File: src/rtl/rom_arbiter_pkg.sv
// rom_arbiter_pkg: shared ROM bus widths and arbiter state encoding
package rom_arbiter_pkg;
    localparam int ROM_ADDR_W = 11;
    localparam int ROM_DATA_W = 32;
    typedef enum logic [1:0] {IDLE, READ, LATCH, DONE} state_t;
endpackage

File: src/rtl/rom_arbiter_rr_arb2.sv
// rr_arb2: two-way round-robin select, favouring the master not granted last on a tie
module rr_arb2 (
    input  logic [1:0] req,
    input  logic       ptr,
    output logic       grant
);
    always_comb grant = (&req) ? ~ptr : req[1];
endmodule

File: src/rtl/rom_arbiter.sv
// rom_arbiter: shares one registered single-port ROM between two masters, one read at a time
module rom_arbiter
    import rom_arbiter_pkg::*;
#(
    parameter int ADDR_W = ROM_ADDR_W,
    parameter int DATA_W = ROM_DATA_W
) (
    input  logic              clk,
    input  logic              reset,
    input  logic              m0_req,
    input  logic [ADDR_W-1:0] m0_addr,
    output logic              m0_rdy,
    output logic [DATA_W-1:0] m0_rd_data,
    input  logic              m1_req,
    input  logic [ADDR_W-1:0] m1_addr,
    output logic              m1_rdy,
    output logic [DATA_W-1:0] m1_rd_data,
    output logic [ADDR_W-1:0] rom_addr,
    input  logic [DATA_W-1:0] rom_data,
    output logic              busy,
    output logic              gnt
);
    state_t state;
    logic   ptr;
    logic   sel;
    rr_arb2 u_rr (.req({m1_req, m0_req}), .ptr(ptr), .grant(sel));
    assign busy = state != IDLE;
    always_ff @(posedge clk) begin
        if (reset) begin
            state      <= IDLE;
            rom_addr   <= '0;
            m0_rdy     <= 1'b0;
            m1_rdy     <= 1'b0;
            m0_rd_data <= '0;
            m1_rd_data <= '0;
            gnt        <= 1'b0;
            ptr        <= 1'b1;
        end else begin
            case (state)
                IDLE: if (m0_req || m1_req) begin
                    gnt      <= sel;
                    ptr      <= sel;
                    rom_addr <= sel ? m1_addr : m0_addr;
                    state    <= READ;
                end
                READ: state <= LATCH;
                LATCH: begin
                    if (gnt) begin
                        m1_rd_data <= rom_data;
                        m1_rdy     <= 1'b1;
                    end else begin
                        m0_rd_data <= rom_data;
                        m0_rdy     <= 1'b1;
                    end
                    state <= DONE;
                end
                DONE: begin
                    m0_rdy <= 1'b0;
                    m1_rdy <= 1'b0;
                    state  <= IDLE;
                end
                default: state <= IDLE;
            endcase
        end
    end
endmodule

File: config.mk
export PLATFORM = sky130hd
export DESIGN_NAME = rom_arbiter
export DESIGN_NICKNAME = d
export VERILOG_FILES = /design/src/rtl/rom_arbiter_pkg.sv /design/src/rtl/rom_arbiter_rr_arb2.sv /design/src/rtl/rom_arbiter.sv
export SDC_FILE = /design/constraint.sdc
export NUM_CORES = 1
export LEC_CHECK = 0
export ABC_AREA = 1
export CAP_MARGIN = 40
export CORE_AREA = 8 8 85 102
export DETAILED_ROUTE_END_ITERATION = 10
export DIE_AREA = 0 0 93 110
export HOLD_SLACK_MARGIN = 0.12
export PLACE_DENSITY_LB_ADDON = 0.12
export SLEW_MARGIN = 20
export SYNTH_ARGS = -nofsm -noshare
export SYNTH_HDL_FRONTEND = slang
export SYNTH_SLANG_ARGS = --single-unit
File: constraint.sdc
create_clock -name clk -period 1.9 [get_ports clk]
set_input_delay 0.19 -clock clk [delete_from_list [all_inputs] [get_ports clk]]
set_output_delay 0.19 -clock clk [all_outputs]
set_load 0.01 [all_outputs]
# After elaboration in Yosys (flattened, before gate mapping)
# Index checks and enable logic that the tools add are counted.
[word_totals]
register_bits = 81
latchBits = 0
mem_bits_rw = 0
rom_bits = 0
inputBits = 58
output_inout_bits = 79
elab_cells = 34
memories = 0
[classes]
n_addsub = 0
multipliers = 0
div_mod_pow = 0
order_cmp = 0
n_eq_ne = 6
n_shift = 0
n_mux = 8
n_bitwise = 2
reduce_logical = 10
[op_table]
columns = ["op", "count"]
rows = [
  ["$reduce_and 2->1", 6],
  ["$mux 11", 1],
  ["$pmux 2 s4", 1],
  ["$ne 2x2->1 const B", 3],
  ["$eq 2x2->1 const B", 2],
  ["$pmux 1 s2", 2],
  ["$reduce_bool 2->1", 2],
  ["$mux 1", 3],
  ["$eq 2x1->1 const B", 1],
  ["$logic_not 2->1", 1],
  ["$mux 2", 1],
  ["$not 1->1", 2],
  ["$logic_or 1x1->1", 1],
]

# Depth between registers and ports, before layout
# Gate-level depths: netlist of run 1.
[logic_depth]
ltp_word = 3
ltp_mapped = 8
ltp_nobuf = 7

# Hierarchy
# From an unflattened synthesis of run 1, not the netlist that was laid out.
[hier_totals]
cells_unflattened = 437
area_unflattened_um2 = 3270.6
[by_module_without_submodules]
columns = ["module", "n_inst", "cells_each", "area_each_um2", "seq_area_each_um2"]
rows = [
  ["rom_arbiter", 1, 435, 3258.1, 1621.6],
  ["rr_arb2", 1, 2, 12.5, 0.0],
]

# Worst setup path after synthesis of run 1
# OpenSTA, ideal clock, no wires.
[synth_path]
path_kind = "register to register"
from = "register state[0]"
to = "register rom_addr[1]"
setup_ps = 115
arrival_ps = 1142
required_ps = 1785
setup_slack_ps = 644
path_stages_with_launch = 9
path_buffers = 1
period_less_slack_ps = 1256
cell_sequence = "dfxtp_1 inv_1 ha_1 inv_2 nor2_8 buf_6 nand2_1 nor2_1 nor2_1"
[synth_between]
elab_chain_cells = 2
[synth_rtl]
columns = ["element", "line_no", "text"]
rows = [
  ["from (decl)", "rom_arbiter.sv:23", "state_t state;"],
  ["from (signal assigned)", "rom_arbiter.sv:30", "state <= IDLE;"],
  ["from (signal assigned)", "rom_arbiter.sv:44", "state <= READ;"],
  ["from (signal assigned)", "rom_arbiter.sv:46", "READ: state <= LATCH;"],
  ["$logic_not 2->1", "rom_arbiter.sv:39", "case (state)"],
  ["$reduce_and 2->1 (no line)", "--", ""],
  ["to (signal assigned)", "rom_arbiter.sv:43", "rom_addr <= sel ? m1_addr : m0_addr;"],
  ["to (decl)", "rom_arbiter.sv:18", "output logic [ADDR_W-1:0] rom_addr,"],
]
# Every way passes these cells.
# A chain may end at the register's enable or synchronous reset.

# Final worst setup path of run 1
[layout_path]
from = "register state[0]"
to = "output busy"
[layout_between]
elab_chain_cells = 1
[layout_rtl]
columns = ["element", "line_no", "text"]
rows = [
  ["$reduce_bool 2->1", "rom_arbiter.sv:27", "assign busy = state != IDLE;"],
  ["to (decl)", "rom_arbiter.sv:20", "output logic busy,"],
]
# Every way passes these cells.

==> run_results.csv, run 1 <==
group,metric,value,unit
cts,clkSlewWorstSetupHoldPaths,0.08,ns
finish,layout.nets,602,
yosys,ys_types,19,
global_route,antenna_found_initial,0,
yosys,synth_top_family_by_area,"simple AND/OR/NAND/NOR gates",
place,dp_hpwl,6.24,mm
yosys,yosys.cell_count.top_type,"nor2_1",
yosys,muxShareOfSynthArea,0,%
worst_setup_path,crit_chain,"inv_1, ha_1, inv_2, dlygate4sd2_1",
sta,finalHoldViolCount,0,
drt,totalWireLength,8.61,mm
worst_setup_path,crit_path_max_incr_delay,0.35,ns
drt,wl_per_cell,13.6,microns
drt,dr.pass1.iters,4,
floorplan,fp.dieW,93,microns
outcome,status,"finished clean",
place,io_buffer_count,136,
floorplan,num_io_pins,137,
yosys,synth_top_flop_cell,"dfxtp_1",
floorplan,die-area,0.0102,sq mm
floorplan,core_area,0.00706,sq mm
power,netSwitchingFraction,33.5,%
sta,min_period,1.66,ns
sta,rsz0062_at_grt,"no",
yosys,ys_top_cells_by_area,"dfxtp_1, nor2_1, o21ai_0",
power,finalPower,0.00573,W
sta,worst_slew_pin_slew,0.590,ns
cts,h-tree-depth,3,
worst_setup_path,crit_slowest_cell,"dfxtp_1",
floorplan,std_cell_rows,34,
yosys,syn_inst,412,
sta,setup_viol,0,
drt,vias,2980,
yosys,synth_area_leader_cell,"dfxtp_1",
place,placed_area,0.00446,sq mm
finish,num_antenna_cells,0,
global_route,grt_max_degree,47,
worst_setup_path,cp-start-kind,"flop",
worst_setup_path,crit_fanout,6,
yosys,synth_simple_gate_area_share,25.5,%
cts,cts_tree,"built",
worst_setup_path,required,1.71,ns
finish,synthToLayoutAreaGrowth,51.0,%
power,clockPowerShare,22.2,%
worst_setup_path,crit_arrival,1.47,ns
global_route,grt_pass1_vias,2868,
sta,tns,0,ns
global_route,grt_use_total,17.0,%
cts,cts-root-buf,"clkbuf_8",
sta,timing.fmax,604,MHz
job,maxCapViolCount,0,
finish,drive_gt1_share,5.87,%
yosys,synth_compound_area_share,13.4,%
yosys,synth-xor-area-share,0,%
yosys,synth_nets,474,
power,p_leak,1.83,nW
worst_setup_path,reg2reg_to,"m0_rd_data[7]",
min_path,worstHoldStart,"rom_data[0]",
worst_setup_path,path_class,"reg2out",
yosys,async_reset_ff_share,0,%
floorplan,die_h,110,microns
cts,cts_setup_buffers,0,
worst_setup_path,crit_path_end_kind,"output port",
cts,clkLatencyLatePin,0.34,ns
sta,maxSlewViolCount,0,
power,seqPwrFrac,40.2,%
power,p_switching,0.00192,W
drt,viasPerCell,4.69,
min_path,hold-path-cell-count,3,
yosys,syn_area_per_cell,7.50,sq um
cts,cts.sink_count,81,
drt,ant_nets,0,
cts,clockBufferDepth,2,
sta,worst_slack,0.245,ns
yosys,ys_warn_count,0,
yosys,synth_top_area_share,52.5,%
yosys,synthAdderAreaFrac,1.62,%
power,p_per_area,1230,mW/mm^2
power,power_frac_comb,37.7,%
yosys,synth-edff-count,0,
worst_setup_path,r2r_start,"state[0]",
global_route,grt_first_pass_wirelength,13.8,mm
yosys,synth_common_cells,"nor2_1, dfxtp_1, o21ai_0",
drt,drtIter0Drc,78,
cts,cts_hold_buffers,0,
yosys,ys_seq_area_share,52.5,%
finish,stdcell_area,0.00467,sq mm
sta,relSlewSlack,60.6,%
finish,n_fill_cell,643,
place,dpl_worst_slack,0.340,ns
place,globalplace.congestion,0.754,
worst_setup_path,rr_worst_depth,6,
yosys,syn_area,0.00309,sq mm
global_route,overflow,0,
power,ir_worst_vdd,1040,uV
sta,fin_skew,0.00915,ns
min_path,worstHoldPathType,"in2reg",
worst_setup_path,reg2reg_slack,0.33,ns
yosys,ys_ff_latch,81,
drt,drc,0,
min_path,whs_endpoint,"m1_rd_data[0]",
floorplan,start_util,43.8,%
sta,finalCritPeriodShare,87.1,%
finish,utilization,66.1,%
cts,cts_buffers,9,
power,p_int,0.00381,W
worst max path at each step:
| stage | endpoint | slack, ns | from | cells past startpoint |
|---|---|---|---|---|
| after floorplan | rom_addr[1] | 0.64 | state[0] | 8 |
| after global placement | busy | 0.36 | state[1] | 4 |
| after detailed placement | m0_rd_data[7] | 0.34 | state[0] | 6 |
| after CTS | busy | 0.21 | state[0] | 4 |
| after global routing | busy | 0.16 | state[0] | 4 |
| final | busy | 0.24 | state[0] | 4 |
critical path, delay by kind of cell, from the launching register on:
family | cells | cell delay (ns)
buffers and inverters | 3 | 0.49
DFF | 1 | 0.35
adders and majority gates | 1 | 0.28
per-layer routing:
layer / routed length, microns / vias up / global-route usage, %
met4: 119 / 0 / 7.84
li1: - / 1551 / -
met1: 3620 / 1327 / 18.3
met3: 778 / 11 / 7.18
met2: 4090 / 91 / 28.4
met5: 0 / - / 0
repair_timing:
action	4_1_cts	5_1_grt
setup endpoints to repair	1	0
gates resized for setup	2	0
hold endpoints to repair	0	0
stage by stage:
step / instances / hold slack, ns
floorplan: 412 / 0.259
global placement: 619 / 0.446
detailed placement: 619 / 0.460
CTS: 635 / 0.455
global route: 635 / 0.483
finish: 635 / 0.480
cell type report:
cell class	instances	area, sq um	share of cell area [%]
Inverter	20	75.1	1.61
Multi-Input combinational cell	287	1250	26.9
Sequential cell	81	1620	34.8
Tap cell	90	113	2.41
Clock inverter	6	67.6	1.45
Clock buffer	10	138	2.95
Timing Repair Buffer	141	1400	29.9
sequential cells by signal, indices dropped and copies added, names as in the netlist:
signal      flops
m1_rd_data     32
rom_addr       11
m1_rdy          1
gnt             1
ptr             1
state           2
m0_rd_data     32
m0_rdy          1
cell usage in the layout, fill, tap and decap left out, types with 5 or more instances in the layout:
cell	netlist	final
a21oi_1	6	6
buf_4	6	5
clkbuf_8	0	10
clkdlybuf4s50_1	0	135
dfxtp_1	81	80
inv_1	15	15
inv_2	5	5
nand2_1	27	27
nor2_1	163	163
o21ai_0	51	51
o21ai_1	26	26
cell families after synthesis:
kind of cell    after synthesis
simple gates                200
buf+inv                      44
compound gates               83
fa+ha+maj                     4
flops                        81
power groups by stage:
stage	registers, W	clock network, W	logic, W
2_1_floorplan	0.00249	0	0.00100
3_3_place_gp	0.00232	0	0.00216
3_5_place_dp	0.00234	0	0.00221
4_1_cts	0.00231	0.00131	0.00220
5_1_grt	0.00235	0.00137	0.00241
6_report	0.00230	0.00127	0.00216
Power figures use the tool's default switching activity.
==> run 2: changes to the inputs <==
- ABC_AREA: 1 -> unset
==> run_results.csv, run 2 <==
group,metric,value,unit
cts,clkSlewWorstSetupHoldPaths,0.08,ns
yosys,synthAdderAreaFrac,1.61,%
yosys,yosys.cell_count.top_type,"nand2_1",
yosys,synth-xor-area-share,0,%
cts,h-tree-depth,3,
sta,min_period,1.81,ns
yosys,synth_top_flop_cell,"dfxtp_1",
yosys,ys_types,31,
sta,timing.fmax,552,MHz
worst_setup_path,crit_path_max_incr_delay,0.53,ns
floorplan,die-area,0.0102,sq mm
drt,drc,0,
finish,most-common-layout-cells,"nand2_1, clkdlybuf4s50_1, dfxtp_1",
min_path,worstHoldPathType,"in2reg",
worst_setup_path,startpoint,"state[1]",
sta,finalHoldViolCount,0,
power,p_leak,1.65,nW
worst_setup_path,crit_slowest_cell,"clkdlybuf4s50_1",
worst_setup_path,reg2reg_slack,0.35,ns
worst_setup_path,crit_chain,"inv_1, ha_4, inv_2, clkdlybuf4s50_1",
yosys,syn_area_per_cell,8.14,sq um
sta,rsz0062_at_grt,"no",
yosys,ys_warn_count,0,
finish,multi_input_area,0.00133,sq mm
cts,clkLatencyLatePin,0.34,ns
min_path,worstHoldStart,"reset",
worst_setup_path,r2r_start,"state[0]",
drt,totalWireLength,8.99,mm
yosys,synth-edff-count,0,
yosys,synth_top_area_share,52.3,%
yosys,synth_top_family_by_area,"compound AO/OA/AOI/OAI gates",
yosys,ys_seq_area_share,52.3,%
sta,tns,0,ns
cts,cts_hold_buffers,0,
outcome,status,"finished clean",
drt,dr.pass1.iters,4,
power,ir_worst_vdd,743,uV
power,p_per_area,1130,mW/mm^2
yosys,syn_inst,381,
worst_setup_path,cp-start-kind,"flop",
floorplan,start_util,43.9,%
finish,num_antenna_cells,0,
worst_setup_path,crit_path_end_kind,"output port",
yosys,ys_ff_latch,81,
sta,maxSlewViolCount,0,
floorplan,std_cell_rows,34,
finish,drive_gt1_share,9.90,%
finish,final_common_cell,"nand2_1",
yosys,synth_simple_gate_area_share,20.5,%
yosys,async_reset_ff_share,0,%
yosys,synth_area_leader_cell,"dfxtp_1",
yosys,synth_common_cells,"nand2_1, dfxtp_1, a21oi_1",
global_route,grt_use_total,17.2,%
yosys,muxShareOfSynthArea,0,%
worst_setup_path,required,1.71,ns
power,finalPower,0.00537,W
place,placed_area,0.00453,sq mm
cts,cts-root-buf,"clkbuf_8",
sta,setup_viol,0,
place,dp_hpwl,6.51,mm
global_route,grt_pass1_vias,2930,
place,globalplace.congestion,0.769,
floorplan,die_h,110,microns
floorplan,num_io_pins,137,
yosys,synth_nets,443,
sta,worst_slew_pin_slew,0.662,ns
worst_setup_path,crit_arrival,1.62,ns
drt,ant_nets,0,
global_route,overflow,0,
cts,cts_buffers,9,
finish,n_fill_cell,605,
finish,top_regs,"m0_rd_data: 32 flops, m1_rd_data: 32 flops, rom_addr: 11 flops",
cts,clockBufferDepth,2,
drt,viasPerCell,4.90,
job,maxCapViolCount,0,
drt,wl_per_cell,14.9,microns
drt,vias,2962,
floorplan,core_area,0.00706,sq mm
global_route,grt_max_degree,38,
cts,cts_tree,"built",
sta,relSlewSlack,55.9,%
worst_setup_path,crit_fanout,8,
finish,stdcell_area,0.00476,sq mm
drt,drtIter0Drc,102,
cts,cts.sink_count,81,
yosys,synth_compound_area_share,20.5,%
finish,final-seq-area,0.00162,sq mm
floorplan,fp.dieW,93,microns
yosys,ys_top_cells_by_area,"dfxtp_1, nand2_1, a21oi_1",
finish,layout.nets,572,
worst_setup_path,path_class,"reg2out",
sta,finalCritPeriodShare,95.3,%
yosys,syn_area,0.00310,sq mm
global_route,grt_first_pass_wirelength,14.1,mm
finish,synthToLayoutAreaGrowth,53.5,%
place,io_buffer_count,136,
sta,fin_skew,0.0120,ns
finish,utilization,67.4,%
global_route,antenna_found_initial,0,
## run 2: changes by cell type after synthesis, sizes merged, moves of 3 or more
cell and delta:
a211oi +12, a21oi +73, buf +3, inv -16, nand2 +110, nor2 -151, o21ai -75
## run 2: area by class of cell
type / count / share of cell area, %
clock buffer: 11 / 2.76
clock inverter: 5 / 1.68
inverter: 4 / 0.316
multi-input combinational: 267 / 28.0
sequential: 81 / 34.1
tap: 90 / 2.37
timing repair buffer: 147 / 30.8
## run 2: report_power, final
group | internal, W | switching [W] | total, W
Sequential | 0.00197 | 0.000169 | 0.00214
Clock | 0.000739 | 0.000602 | 0.00134
Combinational | 0.000949 | 0.000947 | 0.00190
## run 2: worst paths after layout
| kind | endpoint | depth (start not counted) |
|---|---|---|
| setup / recovery | busy | 4 |
| hold / removal | m0_rdy | 2 |
| setup reg to reg | m0_rd_data[13] | 6 |
| hold reg to reg | m0_rd_data[6] | 2 |
## run 2: timing repair
action / in CTS / in global routing
setup endpoints to repair: 1 / 1
resized for setup: 1 / 1
buffers inserted: 0 / 0
## run 2: cell families (layout without fill, tap and decap cells)
group | after synthesis | count (layout)
compound gates | 100 | 100
fa+ha+maj | 4 | 4
simple gates | 163 | 163
flops | 81 | 81
buf+inv | 33 | 167
## run 2: per-stage QoR
step	hold slack, ns	worst slack (ns)	std cells
after floorplan	0.326	0.469	381
after global placement	0.441	0.321	589
after detailed placement	0.446	0.272	589
after CTS	0.345	0.0412	605
after global routing	0.397	0.0228	605
final	0.361	0.0884	605
## run 2: routing by layer
| metal | part of all wire [%] | vias up | wire length (microns) | track usage [%] |
|---|---|---|---|---|
| met4 | 2.1 | 0 | 186 | 6.34 |
| li1 | - | 1504 | - | - |
| met3 | 9.3 | 16 | 836 | 8.27 |
| met5 | 0 | - | 0 | 0 |
| met1 | 42 | 1331 | 3780 | 18.3 |
| met2 | 47 | 111 | 4190 | 29.0 |
## run 2: worst max-delay path, delay by kind of cell, from the launching register on
family / cells / cell delay (ns)
adders and majority gates: 1 / 0.20
buffers and inverters: 3 / 0.70
DFF: 1 / 0.38
